--- config.mk ---
export PLATFORM = sky130hd
export DESIGN_NAME = hl_scan_sel
export DESIGN_NICKNAME = d
export VERILOG_FILES = /design/src/rtl/hl_scan_sel.sv
export SDC_FILE = /design/constraint.sdc
export NUM_CORES = 1
export LEC_CHECK = 0
export ABC_AREA = 0
export BUFFER_PORTS_ARGS = -buffer_cell sky130_fd_sc_hd__buf_2
export CORE_ASPECT_RATIO = 1.4
export CORE_UTILIZATION = 45
export CTS_CLUSTER_SIZE = 8
export DETAILED_ROUTE_END_ITERATION = 10
export PLACE_DENSITY = 0.76
export SLEW_MARGIN = 5
export SYNTH_ARGS = -nofsm -noshare
export SYNTH_HDL_FRONTEND = slang
export SYNTH_SLANG_ARGS = --single-unit
--- constraint.sdc ---
create_clock -name CLK -period 7 [get_ports CLK]
set_clock_uncertainty 0.2 [all_clocks]
set_input_delay 0.35 -clock CLK [delete_from_list [all_inputs] [get_ports CLK]]
set_output_delay 0.35 -clock CLK [all_outputs]
set_load 0.05 [all_outputs]
--- src/rtl/hl_scan_sel.sv ---
// Registered N-channel word selector for the display path: manual channel
// select, or automatic rotation through the channels every DWELL cycles.
module hl_scan_sel #(
    parameter  int unsigned WIDTH    = 8,
    parameter  int unsigned CHANNELS = 4,
    parameter  int unsigned DWELL    = 100000,
    localparam int unsigned SEL_W    = (CHANNELS > 1) ? $clog2(CHANNELS) : 1
) (
    input  logic                      CLK,
    input  logic                      RST,
    input  logic                      MODE,
    input  logic [SEL_W-1:0]          SEL,
    input  logic                      HOLD,
    input  logic [CHANNELS*WIDTH-1:0] MUX_IN,
    output logic [WIDTH-1:0]          MUX_OUTPUT,
    output logic [SEL_W-1:0]          CH_OUT,
    output logic                      STEP
);

    localparam int unsigned CNT_W = (DWELL > 1) ? $clog2(DWELL) : 1;
    localparam logic [CNT_W-1:0] CNT_LAST = CNT_W'(DWELL - 1);
    localparam logic [SEL_W-1:0] CH_LAST  = SEL_W'(CHANNELS - 1);

    typedef enum logic {
        ST_MANUAL = 1'b0,
        ST_SCAN   = 1'b1
    } state_e;

    state_e             state_q, state_d;
    logic [SEL_W-1:0]   ch_q, ch_d;
    logic [CNT_W-1:0]   cnt_q, cnt_d;
    logic [WIDTH-1:0]   data_q, data_d;
    logic               step_q, step_d;
    logic               sel_ok;
    logic               expired;

    assign sel_ok  = (32'(SEL) < CHANNELS);
    assign expired = (cnt_q == CNT_LAST);

    // State register
    always_ff @(posedge CLK) begin
        if (RST) begin
            state_q <= ST_MANUAL;
        end else begin
            state_q <= state_d;
        end
    end

    // Next-state: HOLD freezes the mode, otherwise MODE picks the state
    always_comb begin
        state_d = state_q;
        if (!HOLD) begin
            state_d = MODE ? ST_SCAN : ST_MANUAL;
        end
    end

    // Channel, dwell counter, step pulse and data next values
    always_comb begin
        ch_d   = ch_q;
        cnt_d  = cnt_q;
        step_d = 1'b0;
        data_d = data_q;
        if (!HOLD) begin
            case (state_q)
                ST_MANUAL: begin
                    cnt_d = '0;
                    if (!MODE && sel_ok) begin
                        ch_d = SEL;
                    end
                end
                ST_SCAN: begin
                    if (!MODE) begin
                        cnt_d = '0;
                        if (sel_ok) begin
                            ch_d = SEL;
                        end
                    end else if (expired) begin
                        cnt_d  = '0;
                        ch_d   = (ch_q == CH_LAST) ? '0 : ch_q + SEL_W'(1);
                        step_d = 1'b1;
                    end else begin
                        cnt_d = cnt_q + CNT_W'(1);
                    end
                end
                default: begin
                    cnt_d = '0;
                end
            endcase
            // Sample the word of the channel about to be shown
            for (int k = 0; k < int'(CHANNELS); k++) begin
                if (ch_d == SEL_W'(k)) begin
                    data_d = MUX_IN[k*WIDTH +: WIDTH];
                end
            end
        end
    end

    // Datapath registers
    always_ff @(posedge CLK) begin
        if (RST) begin
            ch_q   <= '0;
            cnt_q  <= '0;
            data_q <= '0;
            step_q <= 1'b0;
        end else begin
            ch_q   <= ch_d;
            cnt_q  <= cnt_d;
            data_q <= data_d;
            step_q <= step_d;
        end
    end

    assign MUX_OUTPUT = data_q;
    assign CH_OUT     = ch_q;
    assign STEP       = step_q;

endmodule

==> impl_results.md, run 1 <==
* Achievable Freq at 367.4 MHz
* CTS tree: done
* First-pass DRT Iterations at 4
* Reg2Reg Depth at 7
* Sequential fraction of the synthesis area at about a third
* Via count at between 1000 and 1500
* Total CTS buffers at 5
* Clock Latency Late Sink at 0.29 ns
* Fill cells at between 300 and 400
* Via/cell ratio at 5.436
* Drt drc at 0
* Netlist cell types at 40
* WHS Endpoint: MUX_OUTPUT[3]$_SDFFE_PP0P_
* Critical path arrival at 2.71 ns
* CTS root buf: clkbuf_8
* Largest cells by area after synthesis: dfxtp_1 (35%), a21oi_1 (6.4%), nor2_1 (6.4%), mux2i_1 (5.5%), xor2_1 (4.8%)
* Synth area leader: dfxtp_1
* Asr flop ratio synth at 0%
* Leak at 0.8604 nW
* Power Dens Cells at ~200 nW/µm²
* EDFF count, synth at 0
* MaxCap Viol Count at 0
* Die Span Y at 73.71 µm
* Slew HR at 23.94%
* Commonest cells after routing, fill and taps aside: buf_2 (48), dfxtp_1 (29), nor2_1 (28)
* RSZ-0062 raised after global routing: no
* Switching share of power at 27.99%
* Hold_buf cts at 0
* Peak supply drop at roughly 0.00016 V
* CP required at roughly 7 ns
* Combinational share of power at 17.1%
* Mapped Cells at 188
* Pins over their slew limit at 0
* DPL Wire Length at 2637 µm
* Routed Antenna Nets at 0
* Clock Path Buffers at 2
* Slowest cell on crit path: a31oi_4
* Final Non-Filler Cells at 275
* Setup crit end kind: flip-flop
* Pin count of the biggest net entering global routing at 24
* Hold crit path type: in -> reg
* Final Hold Vio Count at 0
* Setup Viol. Count Final at 0
* Syn_nets at 228
* Slew at the pin with the worst max-slew slack at 1.139 ns
* Clock power frac at just under 40%
* #FFs+latches synth at 29
* DRT iter0 DRCs at 32
* Critical path type: reg -> reg
* Layout cell share with drive strength beyond 1 at 29.36%
* CP Launch Type: flip-flop
* First-pass GRT wire length at 5720 µm
* DIE WIDTH at 53.22 µm
* Worst R2R Start: cnt_q[0]$_SDFFE_PP0N_
* Hold Crit Depth at 3
* Inst Count DP at 267
* Ys Warns at 0
* Layout Nets at 274
* Number of diodes at 0
* Worst-path clk slew at around 0.07 ns
* Area Growth Syn to Fin at 20.89%
* CTS sink cnt at 29
* Site Rows at 25
* Synth top area share at between 30% and 40%
* Psw at 0.0001115 W
* Core Area at 3441 µm²
* Worst reg-to-reg setup slack at roughly 4.3 ns
* Total gr overflow at 0
* Power Internal at 0.0002870 W
* Outcome: completed
* Min cycle time layout at 2.722 ns
* Initial Utilization at 48.04%
* Cell area after synthesis at between 1500 and 2000 µm²
* Post-CTS resize count at 0
* Part of the power in registers at 44.2%
* Final critical-path share of the clock period at just under 40%
* Initial antenna violation count at 0
* Multi-input logic area at 1011 µm²
* Full die area at slightly below 4000 µm²
* Total negative setup slack at 0 ns
* All-Layer GR Usage at 20.05%
* Prevailing post-synth register cell: dfxtp_1
* PortBufs at 48
* Worst hold start: MUX_IN[19]
* Mapped Avg Cell Area at 8.792 µm²
* Drt wl/cell at between 10 and 15 µm
* Reg area at 580.6 µm²
* Vias in the first global route at around 1400
* Commonest non-fill, non-tap cell in the layout: buf_2
* Number of buffers added for setup after CTS at 0
* Worst R2R End: MUX_OUTPUT[6]$_SDFFE_PP0P_
* Worst path cell trace: ha_1 > nand4b_1 > and4bb_2 > nand2_1 > a31oi_4 > mux2_2 > o32ai_1
* CP max FO at 16
* I/O pins at between 40 and 50
* Gpl congestion at 0.8458
* H-tree depth at 2
* Final WL at 3592 µm
* CP peak stage delay at 0.59 ns
synthesized netlist by cell type, types with 3 or more instances:
master and count:
clkbuf_1 6, nor2b_1 12, a21oi_1 21, xor2_1 9
mux2_2 6, nand2_1 11, dfxtp_1 29, nand3_1 3
inv_1 4, mux2i_1 9, nand4b_1 3, nand4_1 3
o32ai_1 8, nor2_1 28, xnor2_1 6
routing by layer:
layer | share of wire [%] | up-vias | GRT usage [%]
li1 | - | 762 | -
met2 | 49 | 52 | 36.25
met5 | 0 | - | 0
met4 | 2.9 | 0 | 11.11
met3 | 6.7 | 13 | 7.039
met1 | 42 | 668 | 18.79
flip-flops by register name, indices dropped and copies added, names as in the netlist:
register    cells
state_q         1
cnt_q          17
CH_OUT          2
MUX_OUTPUT      8
STEP            1
kinds of logic (layout without fill, tap and decap cells):
logic type,Yosys count,in the layout,share of synthesized area (%)
AOI/OAI and AO/OA,37,37,15.14
xor gates and xnor gates,15,15,7.949
adders and majority gates,2,2,1.514
buffers and inverters,13,60,3.708
DFF,29,29,35.13
muxes,17,17,11.36
and+or+nand+nor,75,75,25.21
stage by stage:
step	instance area [µm²]	hold WS (ns)	setup WS, ns	total power [W]	util (%)
5_1_grt	1998	0.1614	4.068	0.0004166	58.07
2_1_floorplan	1653	0.2579	4.543	0.0002293	-
6_report	1998	0.1449	4.278	0.0003985	58.07
3_3_place_gp	1897	0.2769	4.374	0.0002471	55.13
4_1_cts	1998	0.1336	4.269	0.0004035	58.07
3_5_place_dp	1897	0.2785	4.293	0.0002481	55.13
power groups by stage:
stage	Combinational [W]	Clock (W)	Sequential [W]
floorplan	0.0000334	0	0.000196
global placement	0.0000675	0	0.000180
detailed placement	0.0000682	0	0.000180
CTS	0.0000685	0.000159	0.000176
global route	0.0000739	0.000166	0.000177
finish	0.0000682	0.000154	0.000176
layout make-up:
type                       instances  area share, %
clock buffer                       7          4.822
multi-input combinational        146          50.59
clock inverter                     1         0.2505
sequential                        29          29.05
inverter                           4         0.7514
timing repair buffer              48          12.02
tap                               40          2.505
critical path: cells and delay by family (launching register included):
kind | cells | cell delay, ns
mux | 1 | 0.41
simple gates | 3 | 0.61
compound gates | 2 | 0.86
fa+ha+maj | 1 | 0.19
flops | 1 | 0.37
how the worst max path moves through the flow:
| stage | startpoint | to | slack (ns) | cells past startpoint |
|---|---|---|---|---|
| global placement | cnt_q[0]$_SDFFE_PP0N_ | MUX_OUTPUT[6]$_SDFFE_PP0P_ | 4.37 | 7 |
| floorplan | CH_OUT[1]$_SDFFE_PP0N_ | MUX_OUTPUT[4]$_SDFFE_PP0P_ | 4.54 | 7 |
| global route | cnt_q[0]$_SDFFE_PP0N_ | MUX_OUTPUT[6]$_SDFFE_PP0P_ | 4.07 | 7 |
| detailed placement | cnt_q[0]$_SDFFE_PP0N_ | MUX_OUTPUT[6]$_SDFFE_PP0P_ | 4.29 | 7 |
| finish | cnt_q[0]$_SDFFE_PP0N_ | MUX_OUTPUT[6]$_SDFFE_PP0P_ | 4.28 | 7 |
| CTS | cnt_q[0]$_SDFFE_PP0N_ | MUX_OUTPUT[6]$_SDFFE_PP0P_ | 4.27 | 7 |
No activity file was read; power rests on OpenSTA's default activity.
==> run 2, diff against run 1 <==
==> constraint.sdc (replaced) <==
create_clock -name CLK -period 2.7 [get_ports CLK]
set_clock_uncertainty 0.2 [all_clocks]
set_input_delay 0.135 -clock CLK [delete_from_list [all_inputs] [get_ports CLK]]
set_output_delay 0.135 -clock CLK [all_outputs]
set_load 0.05 [all_outputs]
==> impl_results.md, run 2 (synthesis gave the netlist of run 1 again) <==
* Peak supply drop at 0.0004405 V
* Die Span Y at 73.71 µm
* I/O pins at 49
* Total negative setup slack at 0 ns
* CTS tree: done
* Setup crit end kind: flip-flop
* DIE WIDTH at 53.22 µm
* Slew HR at 75.55%
* Worst hold start: MODE
* Critical path type: reg -> reg
* Achievable Freq at 404.6 MHz
* Largest Register: cnt_q
* Worst reg-to-reg setup slack at 0.23 ns
* Clock Path Buffers at 2
* Power Dens Cells at 456.9 nW/µm²
* Hold Crit Depth at 3
* Layout cell share with drive strength beyond 1 at 27.63%
* CP required at 2.68 ns
* CTS root buf: clkbuf_8
* Final Non-Filler Cells at 297
* Routed Antenna Nets at 0
* Area Growth Syn to Fin at 32.93%
* Worst Setup Slack, final at 0.2284 ns
* Hold crit path type: in -> reg
* CTS sink cnt at 29
* Site Rows at 25
* Drt drc at 0
* Leak at 0.9453 nW
* Core Area at 3441 µm²
* Final critical-path share of the clock period at 91.54%
* Min cycle time layout at 2.472 ns
* Total gr overflow at 0
* Number of diodes at 0
* Layout Nets at a little under 300
* Initial Utilization at a little under 50%
* Clock Latency Late Sink at around 0.28 ns
* Initial antenna violation count at 0
* Max reg flops at 17
* Setup Viol. Count Final at 0
* CP max FO at 16
* Drt wl/cell at 13.59 µm
* Post-CTS resize count at 0
* H-tree depth at 2
* Crit path max-delay family: simple AND/OR/NAND/NOR gates
* Finished Core Util at 63.85%
* First-pass GRT wire length at 6472 µm
* Commonest cells after routing, fill and taps aside: buf_2 (48), dfxtp_1 (29), nor2_1 (28)
* Final WL at approximately 4000 µm
* RSZ-0062 raised after global routing: no
* Worst R2R Start: cnt_q[0]$_SDFFE_PP0N_
* Inst Count DP at 272
* Final Hold Vio Count at 0
* Full die area at 3923 µm²
* Vias in the first global route at ~1600
* Worst path cell trace: ha_1 > nand4b_1 > and4bb_2 > nand2_1 > a31oi_4 > buf_12 > mux2_2 > o32ai_1
* All-Layer GR Usage at 22.04%
* Via/cell ratio at 5.434
* CP peak stage delay at 0.36 ns
* WHS Endpoint: STEP$_SDFF_PP0_
* DRT iter0 DRCs at 23
* Total CTS buffers at 5
* MaxCap Viol Count at 0
* Slew at the pin with the worst max-slew slack at 0.3667 ns
* Placement Cell Area at roughly 1900 µm²
* Gpl congestion at 0.8621
* Via count at 1614
* Outcome: completed
* Commonest non-fill, non-tap cell in the layout: buf_2
* Number of buffers added for setup after CTS at 0
* Slowest cell on crit path: dfxtp_1
* Final instance area at 2197 µm²
* DPL Wire Length at 2741 µm
* Pin count of the biggest net entering global routing at 24
* First-pass DRT Iterations at 4
* Critical path arrival at about 2.5 ns
* Fill cells at 301
* Buf/Inv on CP at 1
* CP Launch Type: flip-flop
* Worst-path clk slew at 0.06 ns
* PortBufs at 48
* Pins over their slew limit at 0
* Worst R2R End: MUX_OUTPUT[1]$_SDFFE_PP0P_
* Setup slack at placement at 0.2520 ns
* Reg2Reg Depth at 8
## run 2: changes by cell type in the layout (fill, tap and decap cells not counted)
cell	delta
clkinv_2	-1
buf_12	+1
clkbuf_8	-2
buf_4	+4
dlygate4sd3_1	+17
clkbuf_1	+3
## run 2: worst max path at each step
stage / cells after the start / endpoint / slack [ns] / start
after floorplan: 7 / MUX_OUTPUT[4]$_SDFFE_PP0P_ / 0.24 / CH_OUT[1]$_SDFFE_PP0N_
after global placement: 8 / MUX_OUTPUT[6]$_SDFFE_PP0P_ / 0.34 / cnt_q[0]$_SDFFE_PP0N_
after detailed placement: 8 / MUX_OUTPUT[1]$_SDFFE_PP0P_ / 0.25 / cnt_q[0]$_SDFFE_PP0N_
after CTS: 8 / MUX_OUTPUT[1]$_SDFFE_PP0P_ / 0.22 / cnt_q[0]$_SDFFE_PP0N_
after global routing: 8 / MUX_OUTPUT[1]$_SDFFE_PP0P_ / 0.01 / cnt_q[0]$_SDFFE_PP0N_
final: 8 / MUX_OUTPUT[1]$_SDFFE_PP0P_ / 0.23 / cnt_q[0]$_SDFFE_PP0N_
## run 2: worst register-to-register path: stages (launching register included)
cell,delay (ns)
dfxtp_1,0.36
ha_1,0.19
nand4b_1,0.15
and4bb_2,0.35
nand2_1,0.11
a31oi_4,0.23
buf_12,0.18
mux2_2,0.34
o32ai_1,0.27
## run 2: report_power, final
part / switching, W / internal, W
registers: 0.0000143 / 0.000443
logic: 0.000112 / 0.0000957
clock network: 0.000156 / 0.000183
total: 0.000283 / 0.000721
## run 2: final cells by class
cell class	instances	area [µm²]	share of cell area, %
tap	40	50.05	2.278
multi-input combinational	146	1011	46.01
timing repair buffer	70	460.4	20.96
inverter	4	15.01	0.6834
clock buffer	8	80.08	3.645
sequential	29	580.6	26.42
## run 2: what timing repair did
item / 4_1_cts / 5_1_grt
setup endpoints to repair: 0 / 0
hold endpoints to repair: 13 / 0
hold buffers: 17 / 0
## run 2: through the flow
step / hold slack (ns) / power [W]
after floorplan: 0.1052 / 0.0005944
after CTS: 0.05419 / 0.001010
after detailed placement: 0.2214 / 0.0006529
after global placement: 0.2090 / 0.0006501
final: 0.07175 / 0.001004
after global routing: 0.09227 / 0.001046
## run 2: per-layer routing
layer / vias up / global-route usage, % / wire length [µm]
met5: - / 0 / 0
met4: 0 / 9.649 / 85
met3: 13 / 6.211 / 220
met2: 52 / 40.00 / 2041
met1: 744 / 22.54 / 1688
li1: 805 / - / -
==> run 3, diff against run 2 <==
--- a/config.mk
+++ b/config.mk
@@ -8,10 +8,11 @@
 export ABC_AREA = 0
 export BUFFER_PORTS_ARGS = -buffer_cell sky130_fd_sc_hd__buf_2
 export CORE_ASPECT_RATIO = 1.4
-export CORE_UTILIZATION = 45
+export CORE_UTILIZATION = 51
 export CTS_CLUSTER_SIZE = 8
 export DETAILED_ROUTE_END_ITERATION = 10
-export PLACE_DENSITY = 0.76
+export HOLD_SLACK_MARGIN = 0.02
+export PLACE_DENSITY = 0.84
 export SLEW_MARGIN = 5
 export SYNTH_ARGS = -nofsm -noshare
 export SYNTH_HDL_FRONTEND = slang
==> impl_results.md, run 3 (synthesis gave the netlist of run 1 again) <==
* DIE WIDTH at around 50 µm
* PortBufs at 48
* Min cycle time layout at 2.546 ns
* Peak supply drop at 0.0003987 V
* I/O pins at just under 50
* H-tree depth at 2
* Total negative setup slack at 0 ns
* Overall Power at 0.001027 W
* Hold crit path type: in -> reg
* Initial Utilization at 53.44%
* Final critical-path share of the clock period at a little over nine tenths
* Setup crit end kind: flip-flop
* Total CTS buffers at 5
* Pins over their slew limit at 0
* Core Area at 3093 µm²
* Commonest non-fill, non-tap cell in the layout: buf_2
* Power Dens Cells at roughly 470 nW/µm²
* Max reg flops at 17
* Full die area at 3476 µm²
* CTS tree: done
* Number of diodes at 0
* DRT iter0 DRCs at 45
* Largest Register: cnt_q
* Outcome: completed
* CTS root buf: clkbuf_8
* First-pass GRT wire length at slightly above 7000 µm
* CP required at 2.68 ns
* CP Launch Type: flip-flop
* Power Internal at 0.0007397 W
* Via count at 1626
* RSZ-0062 raised after global routing: no
* All-Layer GR Usage at 27.33%
* Die Span Y at 69.36 µm
* Leak at between 0.9 and 1 nW
* MaxCap Viol Count at 0
* Clock Latency Late Sink at 0.28 ns
* Final Hold Vio Count at 0
* Multi-input logic area at roughly 1000 µm²
* Layout Nets at 295
* First-pass DRT Iterations at 4
* Slew at the pin with the worst max-slew slack at about 0.72 ns
* Total gr overflow at 0
* Area Growth Syn to Fin at 33.23%
* DPL Wire Length at between 2000 and 3000 µm
* Clock power frac at 34.4%
* Fill cells at around 240
* Site Rows at 24
* Drt wl/cell at 14.73 µm
* Part of the power in registers at 44.7%
* Setup Viol. Count Final at 0
* Final WL at 4331 µm
* Layout cell share with drive strength beyond 1 at 28.24%
* CTS sink cnt at 29
* Critical path arrival at 2.53 ns
* Clock Path Buffers at 2
* Initial antenna violation count at 0
* Setup slack at placement at 0.2302 ns
* Worst-path clk slew at 0.06 ns
* Achievable Freq at 392.8 MHz
* Pin count of the biggest net entering global routing at 24
* Critical path type: reg -> reg
* Number of buffers added for setup after CTS at 0
* Switching share of power at 27.94%
* Commonest cells after routing, fill and taps aside: buf_2 (48), dfxtp_1 (29), nor2_1 (28)
* Gpl congestion at 0.8397
* Hold slack at 0.04255 ns
* Slew HR at 51.75%
* Via/cell ratio at about 5.5
* Routed Antenna Nets at 0
* Combinational share of power at 20.9%
* Psw at 0.0002868 W
* CP max FO at 16
* Drt drc at 0
* Worst Setup Slack, final at 0.1542 ns
* Reg area at 580.6 µm²
* Vias in the first global route at between 1500 and 2000
run 3: cell types whose count changed in the layout (fill, tap and decap cells not counted), sizes merged:
cell and delta:
buf -1, clkbuf -1
run 3: path summary, 6_finish.rpt:
kind	from	to	slack, ns	cells after the start
setup / recovery	cnt_q[0]$_SDFFE_PP0N_	MUX_OUTPUT[1]$_SDFFE_PP0P_	0.15	8
hold / removal	MODE	state_q$_SDFFE_PP0N_	0.04	3
setup reg to reg	cnt_q[0]$_SDFFE_PP0N_	MUX_OUTPUT[1]$_SDFFE_PP0P_	0.15	8
hold reg to reg	cnt_q[1]$_SDFFE_PP0N_	cnt_q[1]$_SDFFE_PP0N_	0.29	2
run 3: repair_timing:
action,4_1_cts,5_1_grt
hold endpoints to repair,13,0
setup endpoints to repair,0,1
gates resized for setup,0,1
hold buffers,17,0
run 3: layout make-up:
cell class	instances	share of cell area, %
clock buffer	7	3.920
sequential	29	26.36
tap	39	2.216
multi-input combinational	146	46.25
inverter	4	0.6818
timing repair buffer	69	20.57
run 3: metal layers:
| metal | routed length (µm) | track usage, % |
|---|---|---|
| met1 | 1752 | 27.82 |
| met2 | 2181 | 48.59 |
| met3 | 244 | 7.018 |
| met4 | 153 | 15.24 |
| met5 | 0 | 0 |
run 3: worst max-delay path, cell delays in order, from the launching register on:
cell and delay, ns:
dfxtp_1 0.37, ha_1 0.19, nand4b_1 0.16, and4bb_2 0.36, nand2_1 0.11, a31oi_4 0.22
buf_12 0.18, mux2_2 0.37, o32ai_2 0.29
run 3: power by group through the flow:
stage / registers, W / logic [W] / clock network, W
3_3_place_gp: 0.000465 / 0.000182 / 0
5_1_grt: 0.000461 / 0.000228 / 0.000384
4_1_cts: 0.000457 / 0.000205 / 0.000364
6_report: 0.000459 / 0.000215 / 0.000353
3_5_place_dp: 0.000466 / 0.000185 / 0
2_1_floorplan: 0.000508 / 0.0000865 / 0
run 3: metrics by stage:
stage	utilization, %	area (µm²)	instances
after CTS	70.95	2195	294
final	71.20	2202	294
after floorplan	-	1653	188
after global routing	71.20	2202	294
after detailed placement	62.66	1938	270
after global placement	62.66	1938	270
